$ cat config.mk
export PLATFORM = sky130hd
export DESIGN_NAME = mem_req_sched
export DESIGN_NICKNAME = d
export VERILOG_FILES = /design/src/rtl/mem_ctrl_pkg.sv /design/src/rtl/mem_req_fifo.sv /design/src/rtl/mem_req_sched.sv
export SDC_FILE = /design/constraint.sdc
export NUM_CORES = 1
export LEC_CHECK = 0
export ABC_CLOCK_PERIOD_IN_PS = 4590
export CAP_MARGIN = 10
export CORE_ASPECT_RATIO = 0.75
export CORE_MARGIN = 5
export CORE_UTILIZATION = 39
export CTS_BUF_LIST = sky130_fd_sc_hd__clkbuf_4 sky130_fd_sc_hd__clkbuf_8 sky130_fd_sc_hd__clkbuf_16
export DETAILED_ROUTE_END_ITERATION = 10
export SLEW_MARGIN = 15
export SYNTH_ARGS = -nofsm -noshare
export SYNTH_HDL_FRONTEND = slang
export SYNTH_HIERARCHICAL = 1
export SYNTH_SLANG_ARGS = --single-unit
$ cat constraint.sdc
create_clock -name clk -period 4.59 [get_ports clk]
set_input_delay 0.918 -clock clk [delete_from_list [all_inputs] [get_ports clk]]
set_output_delay 0.918 -clock clk [all_outputs]
set_load 0.01 [all_outputs]
$ cat src/rtl/mem_ctrl_pkg.sv
`default_nettype none
// ============================================================================
// Module  : mem_ctrl_pkg
// Brief   : Shared definitions for the memory-controller front end:
//           rw encoding and the request-scheduler state encoding.
// Revision: 1.0 - initial release
// ============================================================================
package mem_ctrl_pkg;

    localparam logic RW_WRITE = 1'b0;
    localparam logic RW_READ  = 1'b1;

    typedef enum logic [1:0] {
        ST_IDLE    = 2'd0,
        ST_ISSUE   = 2'd1,
        ST_WAIT_RD = 2'd2,
        ST_RESP    = 2'd3
    } sched_state_e;

endpackage
`default_nettype wire

$ cat src/rtl/mem_req_fifo.sv
`default_nettype none
// ============================================================================
// Module  : mem_req_fifo
// Brief   : DEPTH x W synchronous request FIFO. Head entry is read
//           combinationally from storage; push is refused when full even if
//           a pop happens on the same edge.
// Revision: 1.0 - initial release
// ============================================================================
module mem_req_fifo #(
    parameter int DEPTH = 4,
    parameter int W     = 9
) (
    input  logic                         clk,
    input  logic                         rst,
    input  logic                         push,
    input  logic [W-1:0]                 din,
    input  logic                         pop,
    output logic [W-1:0]                 head,
    output logic [$clog2(DEPTH+1)-1:0]   level,
    output logic                         full
);
    import mem_ctrl_pkg::*;

    localparam int PW = $clog2(DEPTH);
    localparam int LW = $clog2(DEPTH + 1);
    localparam logic [PW-1:0] PTR_ONE  = PW'(1);
    localparam logic [LW-1:0] LVL_ONE  = LW'(1);
    localparam logic [LW-1:0] LVL_FULL = LW'(DEPTH);

    logic [W-1:0]  mem_q [DEPTH];
    logic [W-1:0]  mem_d [DEPTH];
    logic [PW-1:0] wr_ptr_q, wr_ptr_d;
    logic [PW-1:0] rd_ptr_q, rd_ptr_d;
    logic [LW-1:0] level_q, level_d;
    logic          push_ok;
    logic          pop_ok;

    assign full    = (level_q == LVL_FULL);
    assign push_ok = push && !full;
    assign pop_ok  = pop && (level_q != '0);
    assign head    = mem_q[rd_ptr_q];
    assign level   = level_q;

    // Next storage, pointers (wrap naturally at DEPTH) and occupancy
    always_comb begin
        mem_d    = mem_q;
        wr_ptr_d = wr_ptr_q;
        rd_ptr_d = rd_ptr_q;
        level_d  = level_q;
        if (push_ok) begin
            mem_d[wr_ptr_q] = din;
            wr_ptr_d        = wr_ptr_q + PTR_ONE;
        end
        if (pop_ok) begin
            rd_ptr_d = rd_ptr_q + PTR_ONE;
        end
        case ({push_ok, pop_ok})
            2'b10:   level_d = level_q + LVL_ONE;
            2'b01:   level_d = level_q - LVL_ONE;
            default: level_d = level_q;
        endcase
    end

    // FIFO state registers; reset discards all contents
    always_ff @(posedge clk or negedge rst) begin
        if (!rst) begin
            for (int i = 0; i < DEPTH; i++) begin
                mem_q[i] <= '0;
            end
            wr_ptr_q <= '0;
            rd_ptr_q <= '0;
            level_q  <= '0;
        end else begin
            mem_q    <= mem_d;
            wr_ptr_q <= wr_ptr_d;
            rd_ptr_q <= rd_ptr_d;
            level_q  <= level_d;
        end
    end

endmodule
`default_nettype wire

$ cat src/rtl/mem_req_sched.sv
`default_nettype none
// ============================================================================
// Module  : mem_req_sched
// Brief   : Request scheduler in front of the R x C x N memory controller.
//           Queues host requests, issues them in order one at a time, waits
//           for read data (with timeout) and returns it on a valid/ready
//           response channel.
// Revision: 1.0 - initial release
// ============================================================================
module mem_req_sched #(
    parameter int R     = 4,
    parameter int C     = 4,
    parameter int N     = 4,
    parameter int DEPTH = 4,
    parameter int TMO   = 15
) (
    input  logic                         clk,
    input  logic                         rst,
    input  logic                         in_valid,
    output logic                         in_ready,
    input  logic                         in_rw,
    input  logic [$clog2(R*C)-1:0]       in_addr,
    input  logic [N-1:0]                 in_wdata,
    output logic                         rsp_valid,
    input  logic                         rsp_ready,
    output logic [N-1:0]                 rsp_data,
    output logic                         rsp_err,
    output logic                         mc_cs,
    output logic                         mc_req,
    output logic                         mc_rw,
    output logic [$clog2(R*C)-1:0]       mc_addr,
    output logic [N-1:0]                 mc_qi,
    input  logic                         mc_ready,
    input  logic                         mc_valid,
    input  logic [N-1:0]                 mc_qa,
    output logic [$clog2(DEPTH+1)-1:0]   level,
    output logic                         busy
);
    import mem_ctrl_pkg::*;

    localparam int AW = $clog2(R * C);
    localparam int LW = $clog2(DEPTH + 1);
    localparam int EW = 1 + AW + N;
    localparam logic [LW-1:0] LVL_ONE = LW'(1);
    localparam logic [7:0]    TMO_CNT = 8'(TMO);

    logic [EW-1:0] fifo_head;
    logic          fifo_full;
    logic          push;
    logic          pop;
    logic          head_rw;
    logic [AW-1:0] head_addr;
    logic [N-1:0]  head_qi;

    sched_state_e  state_q, state_d;
    logic [7:0]    tmo_cnt_q, tmo_cnt_d;
    logic [N-1:0]  rsp_data_q, rsp_data_d;
    logic          rsp_err_q, rsp_err_d;

    assign in_ready = !fifo_full;
    assign push     = in_valid && in_ready;
    assign pop      = (state_q == ST_ISSUE) && mc_ready;
    assign {head_rw, head_addr, head_qi} = fifo_head;

    mem_req_fifo #(
        .DEPTH (DEPTH),
        .W     (EW)
    ) u_fifo (
        .clk   (clk),
        .rst   (rst),
        .push  (push),
        .din   ({in_rw, in_addr, in_wdata}),
        .pop   (pop),
        .head  (fifo_head),
        .level (level),
        .full  (fifo_full)
    );

    // Controller port is decoded from registered state and the FIFO head only
    assign mc_cs     = (state_q == ST_ISSUE) || (state_q == ST_WAIT_RD);
    assign mc_req    = (state_q == ST_ISSUE);
    assign mc_rw     = (state_q == ST_ISSUE) ? head_rw   : 1'b0;
    assign mc_addr   = (state_q == ST_ISSUE) ? head_addr : '0;
    assign mc_qi     = (state_q == ST_ISSUE) ? head_qi   : '0;
    assign rsp_valid = (state_q == ST_RESP);
    assign rsp_data  = rsp_data_q;
    assign rsp_err   = rsp_err_q;
    assign busy      = (state_q != ST_IDLE) || (level != '0);

    // Scheduler next state, read timeout counter and response capture
    always_comb begin
        state_d    = state_q;
        tmo_cnt_d  = tmo_cnt_q;
        rsp_data_d = rsp_data_q;
        rsp_err_d  = rsp_err_q;
        case (state_q)
            ST_IDLE: begin
                if (level != '0) begin
                    state_d = ST_ISSUE;
                end
            end
            ST_ISSUE: begin
                if (mc_ready) begin
                    if (head_rw == RW_READ) begin
                        state_d   = ST_WAIT_RD;
                        tmo_cnt_d = '0;
                    end else if ((level > LVL_ONE) || push) begin
                        // More work remains after this pop: issue back-to-back
                        state_d = ST_ISSUE;
                    end else begin
                        state_d = ST_IDLE;
                    end
                end
            end
            ST_WAIT_RD: begin
                // Data arriving on the timeout cycle still counts as good data
                if (mc_valid) begin
                    rsp_data_d = mc_qa;
                    rsp_err_d  = 1'b0;
                    state_d    = ST_RESP;
                end else if (tmo_cnt_q == TMO_CNT) begin
                    rsp_data_d = '0;
                    rsp_err_d  = 1'b1;
                    state_d    = ST_RESP;
                end else begin
                    tmo_cnt_d = tmo_cnt_q + 8'd1;
                end
            end
            ST_RESP: begin
                if (rsp_ready) begin
                    rsp_data_d = '0;
                    rsp_err_d  = 1'b0;
                    state_d    = ST_IDLE;
                end
            end
            default: state_d = ST_IDLE;
        endcase
    end

    // Scheduler registers; reset abandons any in-flight request
    always_ff @(posedge clk or negedge rst) begin
        if (!rst) begin
            state_q    <= ST_IDLE;
            tmo_cnt_q  <= '0;
            rsp_data_q <= '0;
            rsp_err_q  <= 1'b0;
        end else begin
            state_q    <= state_d;
            tmo_cnt_q  <= tmo_cnt_d;
            rsp_data_q <= rsp_data_d;
            rsp_err_q  <= rsp_err_d;
        end
    end

endmodule
`default_nettype wire

==> results.json <==
{
  "timing.final.max_slew_violations": 0,
  "timing.critical_path.from_type": "register",
  "syn_nets": 266,
  "synth_top_cells_by_area": "sky130_fd_sc_hd__dfrtp_1 (48%), sky130_fd_sc_hd__mux2_2 (14%), sky130_fd_sc_hd__mux4_2 (6.7%)",
  "globalRouteTotalUtil_pct": 13.9,
  "worst_pin_slew_ps": 762,
  "worst_hold_path_type": "reg2reg",
  "die_extent_in_y_um": 86.0,
  "multiInputGateArea_um2": 1470,
  "port_buffers": 40,
  "synth_ff_type": "sky130_fd_sc_hd__dfrtp_1",
  "crit_fanout": 11,
  "tritoncts": "yes",
  "post_route_clock_period_utilization_pct": 72.9,
  "first_iter_violations": 35,
  "async_reset_ff_share_pct": 100,
  "final_hold_viols": 0,
  "placedCellCount": 370,
  "post_synth_inst_count": 235,
  "status": "complete, no violations",
  "via_per_inst": 5.12,
  "synth_top_cell_by_area": "sky130_fd_sc_hd__dfrtp_1",
  "rsz_0062_raised_after_global_routing": "no",
  "i_o_pin_count": 41,
  "clk_pin_slew_worst_paths_ps": 70,
  "filler_cells": 670,
  "setup_total_negative_slack_ps": 0,
  "antenna_violations_before_repair": 0,
  "synth_warnings": 6,
  "dr_total_vias": 1977,
  "post_synth.cell_area_avg_um2": 12.8,
  "grt_max_degree": 37,
  "detailed_placement_wirelength_estimate_mm": 4.41,
  "crit_required_ps": 3670,
  "first_global_vias": 2113,
  "gp_congestion": 0.756,
  "hold-worst-slack_ps": 503,
  "clock-sinks": 58,
  "clock.fmax_mhz": 299,
  "period_needed_ps": 3350,
  "synth-seq-cells": 58,
  "design.die.area_um2": 9580,
  "synth.lib_cells_used.distinct": 43,
  "start_util_pct": 40.4,
  "fp-row-count": 27,
  "syn-cell-area_um2": 3000,
  "end_kind": "output port",
  "gr-total-overflow": 0,
  "cts_repair_resized_insts": 0,
  "crit_type": "reg2out",
  "cts_hold_buffers": 0,
  "final_core_util_pct": 50.4,
  "cts.htree.levels": 3,
  "cts-root-buf": "sky130_fd_sc_hd__clkbuf_8",
  "post_cts.repair.setup_buffers": 0,
  "antenna_cells_inserted": 0,
  "clock_skew_ps": 8.46,
  "synth_enable_flop_cells": 0,
  "top_count_cell_post_synth": "sky130_fd_sc_hd__dfrtp_1",
  "route.final.wire_length_mm": 6.17,
  "detail_route.drc_violations": 0,
  "synth_sequential_area_ratio_pct": 48.3,
  "area_growth_syn_to_layout_pct": 24.6,
  "nNetsFinal": 311,
  "max_cap_violations": 0,
  "worst_slew_margin_rel_pct": 49.1,
  "layout-drive-gt1-share_pct": 26.3,
  "chipWidth_um": 111,
  "post_synth_most_frequent_cells": "sky130_fd_sc_hd__dfrtp_1 (58), sky130_fd_sc_hd__mux2_2 (37), sky130_fd_sc_hd__nand2_1 (15)",
  "setup_violations": 0,
  "routed_wire_length_per_instance_um": 16.0,
  "peakVddDrop_mv": 0.320,
  "worst-endpoint-arrival_ps": 2430,
  "clock_latency_ps": 330,
  "drt-pass1-iter-count": 4,
  "power.static_leakage_uw": 0.00157,
  "regArea_um2": 1450,
  "ant_nets": 0,
  "cts_max_path_buffers": 2,
  "floorplan.core_area_um2": 7430,
  "number_of_clock_buffers_inserted_by_tritoncts": 9,
  "wire_length_of_the_first_global_routing_pass_mm": 10.6,
  "synth.top_cell.area_share_pct": 48.3,
  "power.density_nw_per_um2": 704,
  "instances_no_fill": 386
}
power breakdown:
part / internal, uW / leakage (uW) / total, uW / switching [uW]
Sequential: 746 / 0.000710 / 936 / 190
Clock: 349 / 0.000119 / 546 / 197
Combinational: 682 / 0.000738 / 1150 / 469
routing by layer:
| metal | GRT usage (%) | routed length [um] |
|---|---|---|
| met4 | 3.31 | 27 |
| met2 | 22.2 | 2970 |
| met3 | 5.08 | 190 |
| met1 | 18.2 | 2980 |
| met5 | 0 | 0 |
area by class of cell:
type                       instances  area share, %
multi-input combinational        156           39.3
inverter                          14           1.40
timing repair buffer              41           10.8
tap                              101           3.38
sequential                        58           38.8
clock inverter                     4           1.94
clock buffer                      12           4.41
registers in the layout (all words and copies together), names as in the netlist, named ones only:
signal / count
u_fifo/mem_q: 36
tmo_cnt_q: 8
rsp_data: 4
u_fifo/level: 3
u_fifo/rd_ptr_q: 2
u_fifo/wr_ptr_q: 2
rsp_err: 1
state_q: 1
cells by family after synthesis:
kind of cell / count (synthesis) / share of synthesized area [%]
and+or+nand+nor: 64 / 12.3
DFF: 58 / 48.3
AOI/OAI and AO/OA: 20 / 6.33
buffers and inverters: 21 / 2.71
adders and majority gates: 12 / 5.25
xor gates and xnor gates: 7 / 2.04
muxes: 53 / 23.0
worst max-delay path, stage by stage, from the launching register on:
cell	delay [ps]
sky130_fd_sc_hd__dfrtp_1	790
sky130_fd_sc_hd__mux4_2	650
sky130_fd_sc_hd__and2_1	180
sky130_fd_sc_hd__clkdlybuf4s50_1	480
layout by cell type (no fill, tap or decap), types with 2 or more instances in the layout:
| cell | count |
|---|---|
| sky130_fd_sc_hd__o41ai_1 | 2 |
| sky130_fd_sc_hd__mux4_2 | 9 |
| sky130_fd_sc_hd__and2_1 | 11 |
| sky130_fd_sc_hd__clkbuf_8 | 12 |
| sky130_fd_sc_hd__mux2_2 | 37 |
| sky130_fd_sc_hd__inv_1 | 14 |
| sky130_fd_sc_hd__nand2b_1 | 3 |
| sky130_fd_sc_hd__mux2i_1 | 5 |
| sky130_fd_sc_hd__a21oi_1 | 3 |
| sky130_fd_sc_hd__clkdlybuf4s50_1 | 39 |
| sky130_fd_sc_hd__xnor2_1 | 4 |
| sky130_fd_sc_hd__a41o_1 | 2 |
| sky130_fd_sc_hd__nor2_1 | 7 |
| sky130_fd_sc_hd__ha_1 | 11 |
| sky130_fd_sc_hd__nand2_1 | 15 |
| sky130_fd_sc_hd__xor2_1 | 3 |
| sky130_fd_sc_hd__mux2_1 | 2 |
| sky130_fd_sc_hd__nand4_1 | 2 |
| sky130_fd_sc_hd__nor2b_1 | 2 |
| sky130_fd_sc_hd__o311ai_0 | 2 |
| sky130_fd_sc_hd__nand3_1 | 10 |
| sky130_fd_sc_hd__o31ai_1 | 2 |
| sky130_fd_sc_hd__bufinv_16 | 2 |
| sky130_fd_sc_hd__dfrtp_1 | 58 |
| sky130_fd_sc_hd__nor2_2 | 4 |
| sky130_fd_sc_hd__nand4b_1 | 3 |
worst paths after layout:
check,from,slack (ps),cells past startpoint,end
setup / recovery,u_fifo/rd_ptr_q[0],1240,3,mc_rw
hold / removal,u_fifo/mem_q[1],500,1,u_fifo/mem_q[1]
setup reg to reg,register,2000,10,u_fifo/level[2]
hold reg to reg,u_fifo/mem_q[1],500,1,u_fifo/mem_q[1]
max in group asynchronous,rst,3170,2,state_q[0]
min in group asynchronous,rst,560,1,u_fifo/mem_q[16]
through the flow:
step / worst slack, ps / cell area [um^2] / total power [uW]
after floorplan: 2170 / 3000 / 1680
after global placement: 1600 / 3500 / 2090
after detailed placement: 1550 / 3500 / 2120
after CTS: 1180 / 3740 / 2680
after global routing: 1080 / 3740 / 2820
final: 1240 / 3740 / 2630
Power figures use the tool's default switching activity.
